## src/rtl/serial_bus_pkg.sv

```systemverilog
// Shared types for the serial bus arbiter and the master port logic.
//   arb_state_t : arbiter FSM states
//   instr_t     : serial bus instruction encodings used by the master ports
package serial_bus_pkg;

    typedef enum logic [1:0] {
        IDLE    = 2'd0,
        GRANT   = 2'd1,
        BUSY    = 2'd2,
        RELEASE = 2'd3
    } arb_state_t;

    typedef enum logic [2:0] {
        INSTR_NOP         = 3'b000,
        INSTR_READ        = 3'b001,
        INSTR_WRITE       = 3'b010,
        INSTR_BURST_READ  = 3'b011,
        INSTR_BURST_WRITE = 3'b100
    } instr_t;

endpackage

```

## src/rtl/rr_picker.sv

```systemverilog
// Combinational round-robin priority encoder.
//   req      : request vector
//   ptr      : index of the last winner; search starts at ptr+1 (mod N)
//   winner_c : index of the first set request after ptr
//   valid_c  : any request present
module rr_picker #(
    parameter int unsigned N = 2,
    localparam int unsigned IDX_W = (N > 1) ? $clog2(N) : 1
) (
    input  logic [N-1:0]     req,
    input  logic [IDX_W-1:0] ptr,
    output logic [IDX_W-1:0] winner_c,
    output logic             valid_c
);

    // Walk distances from farthest to nearest so the nearest set bit after ptr wins.
    always_comb begin
        winner_c = '0;
        valid_c  = 1'b0;
        for (int unsigned d = N; d >= 1; d--) begin
            for (int unsigned k = 0; k < N; k++) begin
                if (req[k] && (k == ((32'(ptr) + d) % N))) begin
                    winner_c = IDX_W'(k);
                    valid_c  = 1'b1;
                end
            end
        end
    end

endmodule

```

## src/rtl/serial_bus_arbiter.sv

```systemverilog
// Round-robin arbiter for the shared serial bus.
//   clk, rst     : clock, asynchronous active-high reset
//   m_req        : per-master level request, held for the whole transaction
//   m_done       : per-master transaction-complete pulse
//   m_slave_id   : packed slave id per master (master i at [i*SLAVE_ID_W +: SLAVE_ID_W])
//   m_grant      : one-hot grant
//   m_sel        : bus mux select (granted master index)
//   s_sel        : one-hot slave select
//   bus_busy     : a grant is active
//   timeout_err  : pulse when the watchdog reclaims the bus
//   addr_err     : pulse when the winner addressed a nonexistent slave
// Every output register is loaded from the decision made in the current state,
// so outputs show the effect of a state one cycle after that state is entered.
module serial_bus_arbiter
    import serial_bus_pkg::*;
#(
    parameter int unsigned NUM_MASTERS = 2,
    parameter int unsigned NUM_SLAVES  = 3,
    parameter int unsigned SLAVE_ID_W  = 2,
    parameter int unsigned TIMEOUT     = 1023,
    localparam int unsigned MASTER_ID_W = $clog2(NUM_MASTERS)
) (
    input  logic                              clk,
    input  logic                              rst,
    input  logic [NUM_MASTERS-1:0]            m_req,
    input  logic [NUM_MASTERS-1:0]            m_done,
    input  logic [NUM_MASTERS*SLAVE_ID_W-1:0] m_slave_id,
    output logic [NUM_MASTERS-1:0]            m_grant,
    output logic [MASTER_ID_W-1:0]            m_sel,
    output logic [NUM_SLAVES-1:0]             s_sel,
    output logic                              bus_busy,
    output logic                              timeout_err,
    output logic                              addr_err
);

    localparam int unsigned WDOG_W    = (TIMEOUT > 0) ? $clog2(TIMEOUT + 1) : 1;
    localparam int unsigned WDOG_LAST = (TIMEOUT > 0) ? TIMEOUT - 1 : 0;

    arb_state_t                state_q, state_d;
    logic [MASTER_ID_W-1:0]    winner_q, winner_d;
    logic [SLAVE_ID_W-1:0]     id_q, id_d;
    logic [MASTER_ID_W-1:0]    rr_ptr_q, rr_ptr_d;
    logic [WDOG_W-1:0]         wdog_q, wdog_d;
    logic [NUM_MASTERS-1:0]    m_grant_q, m_grant_d;
    logic [MASTER_ID_W-1:0]    m_sel_q, m_sel_d;
    logic [NUM_SLAVES-1:0]     s_sel_q, s_sel_d;
    logic                      bus_busy_q, bus_busy_d;
    logic                      timeout_err_q, timeout_err_d;
    logic                      addr_err_q, addr_err_d;

    logic [MASTER_ID_W-1:0]    pick_idx_c;
    logic                      pick_valid_c;
    logic [NUM_MASTERS-1:0]    win_mask_c;
    logic                      win_done_c;
    logic                      win_req_c;

    rr_picker #(.N(NUM_MASTERS)) u_picker (
        .req      (m_req),
        .ptr      (rr_ptr_q),
        .winner_c (pick_idx_c),
        .valid_c  (pick_valid_c)
    );

    // One-hot of the latched winner; done/req from other masters are masked off.
    always_comb begin
        win_mask_c = '0;
        for (int unsigned i = 0; i < NUM_MASTERS; i++) begin
            win_mask_c[i] = (32'(winner_q) == i);
        end
        win_done_c = |(m_done & win_mask_c);
        win_req_c  = |(m_req & win_mask_c);
    end

    // Next-state and output decisions.
    always_comb begin
        state_d       = state_q;
        winner_d      = winner_q;
        id_d          = id_q;
        rr_ptr_d      = rr_ptr_q;
        wdog_d        = wdog_q;
        m_grant_d     = m_grant_q;
        m_sel_d       = m_sel_q;
        s_sel_d       = s_sel_q;
        bus_busy_d    = bus_busy_q;
        timeout_err_d = 1'b0;
        addr_err_d    = 1'b0;

        unique case (state_q)
            IDLE: begin
                m_grant_d  = '0;
                s_sel_d    = '0;
                bus_busy_d = 1'b0;
                if (pick_valid_c) begin
                    winner_d = pick_idx_c;
                    for (int unsigned i = 0; i < NUM_MASTERS; i++) begin
                        if (32'(pick_idx_c) == i) begin
                            id_d = m_slave_id[i*SLAVE_ID_W +: SLAVE_ID_W];
                        end
                    end
                    state_d = GRANT;
                end
            end
            GRANT: begin
                m_grant_d  = win_mask_c;
                m_sel_d    = winner_q;
                bus_busy_d = 1'b1;
                rr_ptr_d   = winner_q;
                wdog_d     = '0;
                s_sel_d    = '0;
                if (32'(id_q) < NUM_SLAVES) begin
                    for (int unsigned j = 0; j < NUM_SLAVES; j++) begin
                        s_sel_d[j] = (32'(id_q) == j);
                    end
                    state_d = BUSY;
                end else begin
                    addr_err_d = 1'b1;
                    state_d    = RELEASE;
                end
            end
            BUSY: begin
                // Done and abort take precedence over a coincident timeout.
                if (win_done_c || !win_req_c) begin
                    state_d = RELEASE;
                end else if ((TIMEOUT != 0) && (32'(wdog_q) == WDOG_LAST)) begin
                    timeout_err_d = 1'b1;
                    state_d       = RELEASE;
                end else if (wdog_q != {WDOG_W{1'b1}}) begin
                    wdog_d = wdog_q + WDOG_W'(1);
                end
            end
            RELEASE: begin
                m_grant_d  = '0;
                s_sel_d    = '0;
                bus_busy_d = 1'b0;
                state_d    = IDLE;
            end
            default: state_d = IDLE;
        endcase
    end

    // State and output registers.
    always_ff @(posedge clk or posedge rst) begin
        if (rst) begin
            state_q       <= IDLE;
            winner_q      <= '0;
            id_q          <= '0;
            rr_ptr_q      <= MASTER_ID_W'(NUM_MASTERS - 1);
            wdog_q        <= '0;
            m_grant_q     <= '0;
            m_sel_q       <= '0;
            s_sel_q       <= '0;
            bus_busy_q    <= 1'b0;
            timeout_err_q <= 1'b0;
            addr_err_q    <= 1'b0;
        end else begin
            state_q       <= state_d;
            winner_q      <= winner_d;
            id_q          <= id_d;
            rr_ptr_q      <= rr_ptr_d;
            wdog_q        <= wdog_d;
            m_grant_q     <= m_grant_d;
            m_sel_q       <= m_sel_d;
            s_sel_q       <= s_sel_d;
            bus_busy_q    <= bus_busy_d;
            timeout_err_q <= timeout_err_d;
            addr_err_q    <= addr_err_d;
        end
    end

    assign m_grant     = m_grant_q;
    assign m_sel       = m_sel_q;
    assign s_sel       = s_sel_q;
    assign bus_busy    = bus_busy_q;
    assign timeout_err = timeout_err_q;
    assign addr_err    = addr_err_q;

endmodule

```

## config.mk

```make
export PLATFORM = sky130hd
export DESIGN_NAME = serial_bus_arbiter
export DESIGN_NICKNAME = d
export VERILOG_FILES = /design/src/rtl/serial_bus_pkg.sv /design/src/rtl/rr_picker.sv /design/src/rtl/serial_bus_arbiter.sv
export SDC_FILE = /design/constraint.sdc
export NUM_CORES = 1
export LEC_CHECK = 0
export CELL_PAD_IN_SITES_DETAIL_PLACEMENT = 1
export CELL_PAD_IN_SITES_GLOBAL_PLACEMENT = 1
export CORE_MARGIN = 10
export CORE_UTILIZATION = 47
export CTS_BUF_LIST = sky130_fd_sc_hd__clkbuf_16
export DETAILED_ROUTE_END_ITERATION = 8
export DONT_BUFFER_PORTS = 1
export PLACE_DENSITY = 0.84
export SETUP_SLACK_MARGIN = 0.5
export SLEW_MARGIN = 20
export SYNTH_ARGS = -nofsm -noshare
export SYNTH_HDL_FRONTEND = slang
export SYNTH_SLANG_ARGS = --single-unit
```

## constraint.sdc

```tcl
create_clock -name clk -period 2.2 [get_ports clk]
set_clock_uncertainty 0.15 [all_clocks]
set_input_delay 0 -clock clk [delete_from_list [all_inputs] [get_ports clk]]
set_output_delay 0 -clock clk [all_outputs]
set_load 0.01 [all_outputs]
```

==> flow_metrics.tcl, run 1 <==
set metrics [dict create \
    status "completed" \
    worstSetupEndpointType "flip-flop" \
    root_buffer "clkbuf_16" \
    drc 0 \
    drv_slew 0 \
    start_kind "flip-flop" \
    synth_edf_count 0 \
    worstSetupPathType "flip-flop to flip-flop" \
    vdd_drop_max_v 0.000670 \
    ant_nets 0 \
    grt_first_pass_wirelength_microns 7650 \
    post-synth-top-area-cell "dfrtp_1" \
    core_sq_um 2810 \
    hpwl_microns 2760 \
    die_x_microns 74.5 \
    synth_cell_type_count 43 \
    synth_warnings 0 \
    syn_to_final_growth_pct 38.5 \
    synth_common_cells "dfrtp_1 (24), nand2_1 (19), inv_1 (16)" \
    vias 1413 \
    whs_path_depth 3 \
    synth_area_sq_um 1400 \
    fmaxAchievable_ghz 0.505 \
    hold_viol_final 0 \
    gp_congestion 0.795 \
    ios 19 \
    power_mw 2.43 \
    fillers 288 \
    relSlewSlack_pct 35.2 \
    synth_area_leaders "dfrtp_1 (43%), ha_1 (5.4%), nand2_1 (5.1%), o21ai_0 (5.0%), mux2i_1 (4.3%)" \
    ys.flop_type "dfrtp_1" \
    drt-wirelength-per-cell_microns 29.4 \
    synth_nets 162 \
    htree_num_levels 1 \
    grt_max_degree 26 \
    wl_microns 6060 \
    worstPathRequired_ns 2.22 \
    cts_buffers 3 \
    p_per_area_nw_per_um2 1260 \
    hp-class "input pin to flip-flop" \
    dr.pass1.iters 4 \
    drt_iter0_markers 99 \
    grt_pass1_vias 1442 \
    portBuffers 0 \
    die-area_sq_um 5550 \
    period_share_pct 90.0 \
    n_antenna_cell 0 \
    overflow 0 \
    syn_inst 146 \
    cp.arrival_ns 2.00 \
    synth_top_area_share_pct 43.0 \
    tightest_slew_ns 0.970 \
    min_period_ns 1.98 \
    grt_util_all_layers_pct 18.4 \
    ff2ff_path_depth 5 \
    async_reset_ff_share_pct 100 \
    placed_cells 177 \
    die_h_microns 74.5 \
    drv_cap 0 \
    leakage_nw 0.799 \
    synth_most_common_cell "dfrtp_1" \
    utilization_pct 68.9 \
    antenna_found_initial 0 \
    critical_path.max_fanout 5 \
    vias_per_cell 6.86 \
    initial_utilization_pct 49.7 \
    clk_transition_reported_paths_ns 0.07 \
    setup_viol 0 \
    clock_sinks 25 \
    synth-seq-area-share_pct 44.9 \
    syn_area_per_cell_sq_um 9.56 \
    fp-row-count 19 \
    nets 192 \
    fin_cells 206 \
    dp_slack_ns 0.237 \
    fin_ws_ns 0.221 \
    rsz0062_at_grt "true" \
    ys_ff_latch 25 \
    clk_path_buf_depth 2 \
    drive_above_1_share_pct 35.4 \
    insertion_delay_ns 0.27 \
    cts_tree "built" \
    fin_tns_setup_ns 0 \
]
[cell type report]
type                       instances  area [sq um]  area share (%)
multi-input combinational        103           895            46.3
sequential                        25           633            32.8
timing repair buffer              27           226            11.7
clock buffer                       3          75.1            3.89
inverter                          16          60.1            3.11
tap                               31          38.8            2.01
clock inverter                     1          3.75           0.194
[registers in the layout (all words and copies together), names as in the netlist]
signal	flops
addr_err	1
bus_busy	1
id_q	2
m_grant	2
m_sel	1
rr_ptr_q	1
s_sel	3
state_q	2
timeout_err	1
wdog_q	10
winner_q	1
[kinds of logic (layout without fill, tap and decap cells)]
group	count (synthesis)	count (layout)	share of synthesized area (%)
muxes	6	6	4.31
buffers and inverters	18	47	4.93
adders and majority gates	6	6	5.38
and+or+nand+nor	50	50	20.3
AOI/OAI and AO/OA	41	41	20.2
DFF	25	25	44.9
[placed cells by master, fill, tap and decap left out, drive strengths merged, types with 4 or more instances in the layout]
cell	Yosys	layout
o21ai	15	15
nor2	6	6
mux2i	6	6
nand4	4	4
ha	6	6
nand2	19	19
dfrtp	24	24
nor3	4	4
inv	16	17
o211ai	4	4
buf	1	19
dlygate4sd3	0	8
[layer usage]
layer | vias to the layer above | global-route usage, % | share of wire [%]
met2 | 69 | 34.5 | 51
met1 | 725 | 19.4 | 38
met3 | 26 | 3.19 | 5.9
met5 | - | 0 | 0
met4 | 0 | 8.40 | 5.3
li1 | 593 | - | -
[worst paths after layout]
path                            from         end  slack (ns)
min in group asynchronous        rst       m_sel        0.25
min                         m_req[1]     id_q[1]        0.05
max in group asynchronous        rst  state_q[1]        0.99
min reg2reg                wdog_q[2]   wdog_q[2]        0.42
max                        wdog_q[1]   wdog_q[9]        0.22
max reg2reg                wdog_q[1]   wdog_q[9]        0.22
[through the flow]
step / cell area (sq um) / hold slack, ns
global route: 1930 / 0.0584
floorplan: 1430 / -0.123
detailed placement: 1470 / -0.00161
CTS: 1790 / 0.0178
global placement: 1470 / -0.0118
finish: 1930 / 0.0511
[timing repair]
action,CTS,global route
setup buffers,11,6
pin swaps,9,10
setup endpoints to repair,12,17
gates resized for setup,23,23
hold buffers,8,0
endpoints found under the hold margin,28,0
[report_power, final]
part | total (mW) | internal (mW) | switching (mW)
combinational | 1.19 | 0.498 | 0.690
clock | 0.412 | 0.244 | 0.168
sequential | 0.832 | 0.620 | 0.213
total | 2.43 | 1.36 | 1.07
[worst max-delay path, stage by stage (launching register included)]
cell and delay (ns):
dfrtp_2 0.45, ha_4 0.21, o211a_1 0.27, nand4bb_1 0.31, or2_4 0.32, o221ai_2 0.17
(Power assumes the default switching activity.)
==> run 2: changes to the inputs <==
- PLACE_DENSITY: 0.84 -> default
- PLACE_DENSITY_LB_ADDON: default -> 0.3
- clock period: 2.2 -> 2 ns (I/O delays scaled with it)
==> run 2 against run 1 <==
Count of clock-buffer cells in the layout is the same; global-route usage grew 0.81 points; setup slack lost 0.20 ns; sequential power grew 13%; combinational power grew 17%; via count grew 4.3%; cell count grew 0.97%; register-to-register slack lost 0.20 ns; highest routed layer unchanged; non-clock buffer count grew 2; first-iteration DRC count grew 98%; largest power group unchanged; critical path depth is the same; critical endpoint is now wdog_q[6].
==> flow_metrics.tcl, run 2 (synthesis gave the netlist of run 1 again) <==
set metrics [dict create \
    worstPathRequired_ns 2.02 \
    core_sq_um 2810 \
    hp-class "input pin to flip-flop" \
    largest_register_ffs 10 \
    leakage_nw 0.848 \
    hp-start "m_req[1]" \
    placed_cells 177 \
    dp_slack_ns 0.0933 \
    syn_to_final_growth_pct 44.7 \
    drt-wirelength-per-cell_microns 30.4 \
    hold_viol_final 0 \
    n_antenna_cell 0 \
    initial_utilization_pct 49.7 \
    grt_pass1_vias 1535 \
    cp.arrival_ns 2.00 \
    vdd_drop_max_v 0.000842 \
    tightest_slew_ns 0.470 \
    cpMaxStageDelayCell "dfrtp_1" \
    vias_per_cell 7.09 \
    drv_cap 0 \
    period_share_pct 99.2 \
    vias 1474 \
    grt_first_pass_wirelength_microns 8240 \
    status "completed" \
    insertion_delay_ns 0.26 \
    fmaxAchievable_ghz 0.504 \
    clk_transition_reported_paths_ns 0.07 \
    grt_util_all_layers_pct 19.2 \
    nets 194 \
    crit_path_cell_trace "nand4_1, buf_4, nor4_4, nor2_4, a31oi_1" \
    ant_nets 0 \
    rsz0062_at_grt "true" \
    gp_congestion 0.874 \
    fp-row-count 19 \
    fin_ws_ns 0.0168 \
    fillers 264 \
    worstSetupPathType "flip-flop to flip-flop" \
    wl_microns 6330 \
    drv_slew 0 \
    htree_num_levels 1 \
    regMostFlops "wdog_q" \
    die_x_microns 74.5 \
    overflow 0 \
    cts_buffers 3 \
    start_kind "flip-flop" \
    min_period_ns 1.98 \
    ios 19 \
    grt_max_degree 26 \
    p_per_area_nw_per_um2 1380 \
    clock_sinks 25 \
    reg2reg_from "wdog_q[6]" \
    relSlewSlack_pct 68.3 \
    antenna_found_initial 0 \
    drive_above_1_share_pct 37.9 \
    die_h_microns 74.5 \
    crit_path_max_incr_delay_ns 0.49 \
    worstSetupEndpointType "flip-flop" \
    mostFrequentLayoutCells "nand2_1 (19), buf_4 (19), dfrtp_1 (18)" \
    drt_iter0_markers 196 \
    die-area_sq_um 5550 \
    root_buffer "clkbuf_16" \
    utilization_pct 71.9 \
    drc 0 \
    portBuffers 0 \
    crit_start "wdog_q[6]" \
    clk_path_buf_depth 2 \
    cts_tree "built" \
    dr.pass1.iters 4 \
    critical_path.max_fanout 6 \
    setup_viol 0 \
    hpwl_microns 2850 \
    fin_cells 208 \
]
run 2: cell types whose count changed in the layout (fill, tap and decap cells not counted), sizes merged:
cell | before | now
clkinv | 0 | 1
buf | 19 | 21
inv | 17 | 16
run 2: critical path, delay by kind of cell, from the launching register on:
kind | cells | cell delay, ns
flip-flops | 1 | 0.49
buffers and inverters | 1 | 0.22
AO/OA/AOI/OAI | 1 | 0.24
AND/OR/NAND/NOR | 3 | 0.78
run 2: repair_timing:
action | CTS | global route
endpoints found under the setup margin | 17 | 24
resized for setup | 20 | 27
hold buffers | 7 | 1
endpoints found under the hold margin | 30 | 1
pin swaps | 9 | 9
setup buffers | 11 | 8
run 2: layer usage:
layer	routed length, microns	GRT usage [%]	vias up
met5	0	0	-
met4	357	9.87	0
met3	485	3.72	37
met2	3060	31.1	115
met1	2430	23.6	727
li1	-	-	595
run 2: area by class of cell:
| cell class | instances | area [sq um] | area share (%) |
|---|---|---|---|
| clock buffers | 3 | 75.1 | 3.72 |
| clock inverters | 1 | 5.00 | 0.248 |
| inverters | 16 | 60.1 | 2.98 |
| multi-input cells | 103 | 960 | 47.6 |
| flip-flops and latches | 25 | 634 | 31.4 |
| well taps | 31 | 38.8 | 1.92 |
| repair buffers | 29 | 245 | 12.2 |
run 2: stage by stage:
stage                     power, mW  setup TNS [ns]  cell area [sq um]  hold WS (ns)
final                          2.78               0               2020        0.0127
after global routing           2.89         -0.0465               2020        0.0186
after CTS                      2.31               0               1810        0.0185
after detailed placement       1.65               0               1500        -0.187
after global placement         1.60               0               1500        -0.191
after floorplan                1.41               0               1450        -0.123
run 2: worst paths after layout:
check	end	slack (ns)	cells past startpoint
max in group asynchronous	rr_ptr_q	1.31	3
setup reg to reg	wdog_q[6]	0.02	5
hold / removal	winner_q	0.01	2
setup / recovery	wdog_q[6]	0.02	5
min in group asynchronous	winner_q	0.10	3
hold reg to reg	rr_ptr_q	0.39	2
run 2: power breakdown:
group | internal [mW] | switching [mW] | leakage [nW] | total [mW]
clock | 0.270 | 0.187 | 0.0409 | 0.457
sequential | 0.682 | 0.258 | 0.317 | 0.940
combinational | 0.595 | 0.791 | 0.490 | 1.39
total | 1.55 | 1.24 | 0.848 | 2.78
==> run 3: changes to the inputs <==
- SYNTH_HIERARCHICAL: default -> 1
==> run 3 against run 2 <==
Register-to-register slack about the same; first-iteration DRC count decreased by 56%; largest cell class unchanged; sequential share of layout area rose by 2.0 points; non-clock buffer count decreased by 2; count of clock-buffer cells in the layout did not move; global-route usage down 2.9 points; routed wire length is 28% lower; setup slack better by 0.014 ns; utilization fell by 3.3 points; clock power fell by 4%; sequential power decreased by 2.4%; cell count decreased by 7.2%.
==> flow_metrics.tcl, run 3 <==
set metrics [dict create \
    clk_path_buf_depth 2 \
    ys.flop_type "dfrtp_1" \
    worstSetupEndpointType "flip-flop" \
    die_h_microns 73.3 \
    drive_above_1_share_pct 38.9 \
    ys_ff_latch 25 \
    grt_util_all_layers_pct 16.2 \
    p_seq_share_pct 34.9 \
    gp_congestion 0.852 \
    overflow 0 \
    dr.pass1.iters 4 \
    hpwl_microns 2520 \
    layout_commonest_cell "dfrtp_1" \
    global_route.usage.met1_pct 18.3 \
    grt_first_pass_wirelength_microns 6680 \
    drt_iter0_markers 86 \
    mostFrequentLayoutCells "dfrtp_1 (23), nand2_1 (20), buf_4 (13)" \
    cts_tree "built" \
    vdd_drop_max_v 0.000989 \
    drv_slew 0 \
    synth_common_cells "dfrtp_1 (24), nand2_1 (23), o21ai_0 (11)" \
    wl_microns 4530 \
    hp-class "input pin to async pin" \
    htree_num_levels 1 \
    insertion_delay_ns 0.26 \
    start_kind "flip-flop" \
    setup_viol 0 \
    internal_power_mw 1.56 \
    core_sq_um 2730 \
    drt-wirelength-per-cell_microns 23.5 \
    switching_share_pct 40.5 \
    cts_buffers 3 \
    drc 0 \
    syn_to_final_growth_pct 40.7 \
    synth_area_leaders "dfrtp_1 (45%), ha_1 (6.6%), nand2_1 (6.5%), o21ai_0 (4.1%), mux2i_1 (3.8%)" \
    min_period_ns 1.97 \
    synth_most_common_cell "dfrtp_1" \
    grt_use_met3_pct 4.44 \
    grt.busiest_layer "met2" \
    clock_sinks 25 \
    multi_input_area_sq_um 850 \
    tightest_slew_ns 0.508 \
    leakage_nw 0.834 \
    vias 1195 \
    ant_nets 0 \
    async_reset_ff_share_pct 100 \
    initial_utilization_pct 48.8 \
    comb_power_share_pct 48.4 \
    syn_inst 134 \
    vias_per_cell 6.19 \
    grt_use_met2_pct 28.1 \
    fillers 269 \
    synth_area_sq_um 1330 \
    power.net_switching_mw 1.07 \
    grt_max_degree 15 \
    antenna_found_initial 0 \
    p_per_area_nw_per_um2 1400 \
    worstSetupPathType "flip-flop to flip-flop" \
    synth_cell_type_count 37 \
    die_x_microns 73.3 \
    relSlewSlack_pct 65.8 \
    fmaxAchievable_ghz 0.508 \
    root_buffer "clkbuf_16" \
    cp.arrival_ns 1.99 \
    synth-seq-area-share_pct 47.0 \
    nets 180 \
    synth_top_area_share_pct 45.0 \
    syn_area_per_cell_sq_um 9.95 \
    grt_pass1_vias 1267 \
    regArea_sq_um 628 \
    regMostFlops "wdog_q" \
    synth_warnings 6 \
    clk_transition_reported_paths_ns 0.06 \
    ios 19 \
    largest_register_ffs 10 \
    fp-row-count 19 \
    post-synth-top-area-cell "dfrtp_1" \
    drv_cap 0 \
    power_mw 2.63 \
    status "completed" \
    critical_path.max_fanout 8 \
    rsz0062_at_grt "true" \
    period_share_pct 98.5 \
    synth_nets 151 \
    n_antenna_cell 0 \
    hold_viol_final 0 \
    synth_edf_count 0 \
    portBuffers 0 \
    worstPathRequired_ns 2.03 \
    utilization_pct 68.6 \
    pwr-share-clk_pct 16.8 \
    die-area_sq_um 5370 \
]
## run 3: final timing paths
check | start | end | slack, ns | cells past startpoint
min in group clk | m_req[0] | id_q[0] | 0.04 | 3
max in group asynchronous | rst | rr_ptr_q | 1.02 | 3
max reg2reg | winner_q | wdog_q[1] | 0.03 | 8
min reg2reg | rr_ptr_q | rr_ptr_q | 0.37 | 2
min | rst | wdog_q[7] | 0.04 | 2
max | winner_q | wdog_q[1] | 0.03 | 8
## run 3: layout make-up
class	instances	area share [%]
well taps	31	2.07
clock inverters	1	0.200
clock buffers	3	4.00
flip-flops and latches	25	33.5
repair buffers	27	13.3
inverters	8	1.73
multi-input cells	98	45.3
## run 3: cell families after synthesis
| group | share of synthesized area, % |
|---|---|
| compound gates | 13.7 |
| fa+ha+maj | 6.57 |
| buf+inv | 3.75 |
| flops | 47.0 |
| mux | 5.44 |
| simple gates | 23.5 |
## run 3: per-layer routing
metal / part of all wire, % / vias up
li1: - / 537
met1: 43 / 611
met2: 49 / 32
met3: 4.7 / 15
met4: 2.8 / 0
met5: 0 / -
## run 3: worst max-delay path, cell delays in order (launching register included)
cell,delay (ns)
dfrtp_1,0.44
buf_6,0.15
and3b_2,0.20
o21ai_4,0.30
or2_4,0.23
buf_6,0.10
buf_6,0.11
nand3_2,0.08
o21ai_1,0.11
## run 3: timing repair
item	in CTS	in global routing
endpoints found under the setup margin	14	22
endpoints found under the hold margin	26	0
gates cloned	0	0
pin swaps	8	8
gates resized for setup	20	29
hold buffers	5	0
setup buffers	12	5
## run 3: through the flow
| step | worst slack [ns] | hold slack [ns] | setup TNS, ns | instances | cell area, sq um |
|---|---|---|---|---|---|
| floorplan | 0.0686 | -0.123 | 0 | 134 | 1380 |
| global placement | 0.0753 | -0.228 | 0 | 167 | 1430 |
| detailed placement | 0.00260 | -0.221 | 0 | 167 | 1430 |
| CTS | 0.146 | 0.0147 | 0 | 188 | 1720 |
| global route | -0.0496 | 0.0554 | -0.226 | 193 | 1880 |
| finish | 0.0307 | 0.0437 | 0 | 193 | 1880 |
## run 3: power groups by stage
stage | Combinational (mW) | Clock [mW] | Sequential, mW
5_1_grt | 1.36 | 0.466 | 0.941
4_1_cts | 0.904 | 0.440 | 0.896
2_1_floorplan | 0.532 | 0 | 0.842
6_report | 1.27 | 0.441 | 0.917
3_5_place_dp | 0.709 | 0 | 0.890
3_3_place_gp | 0.659 | 0 | 0.875
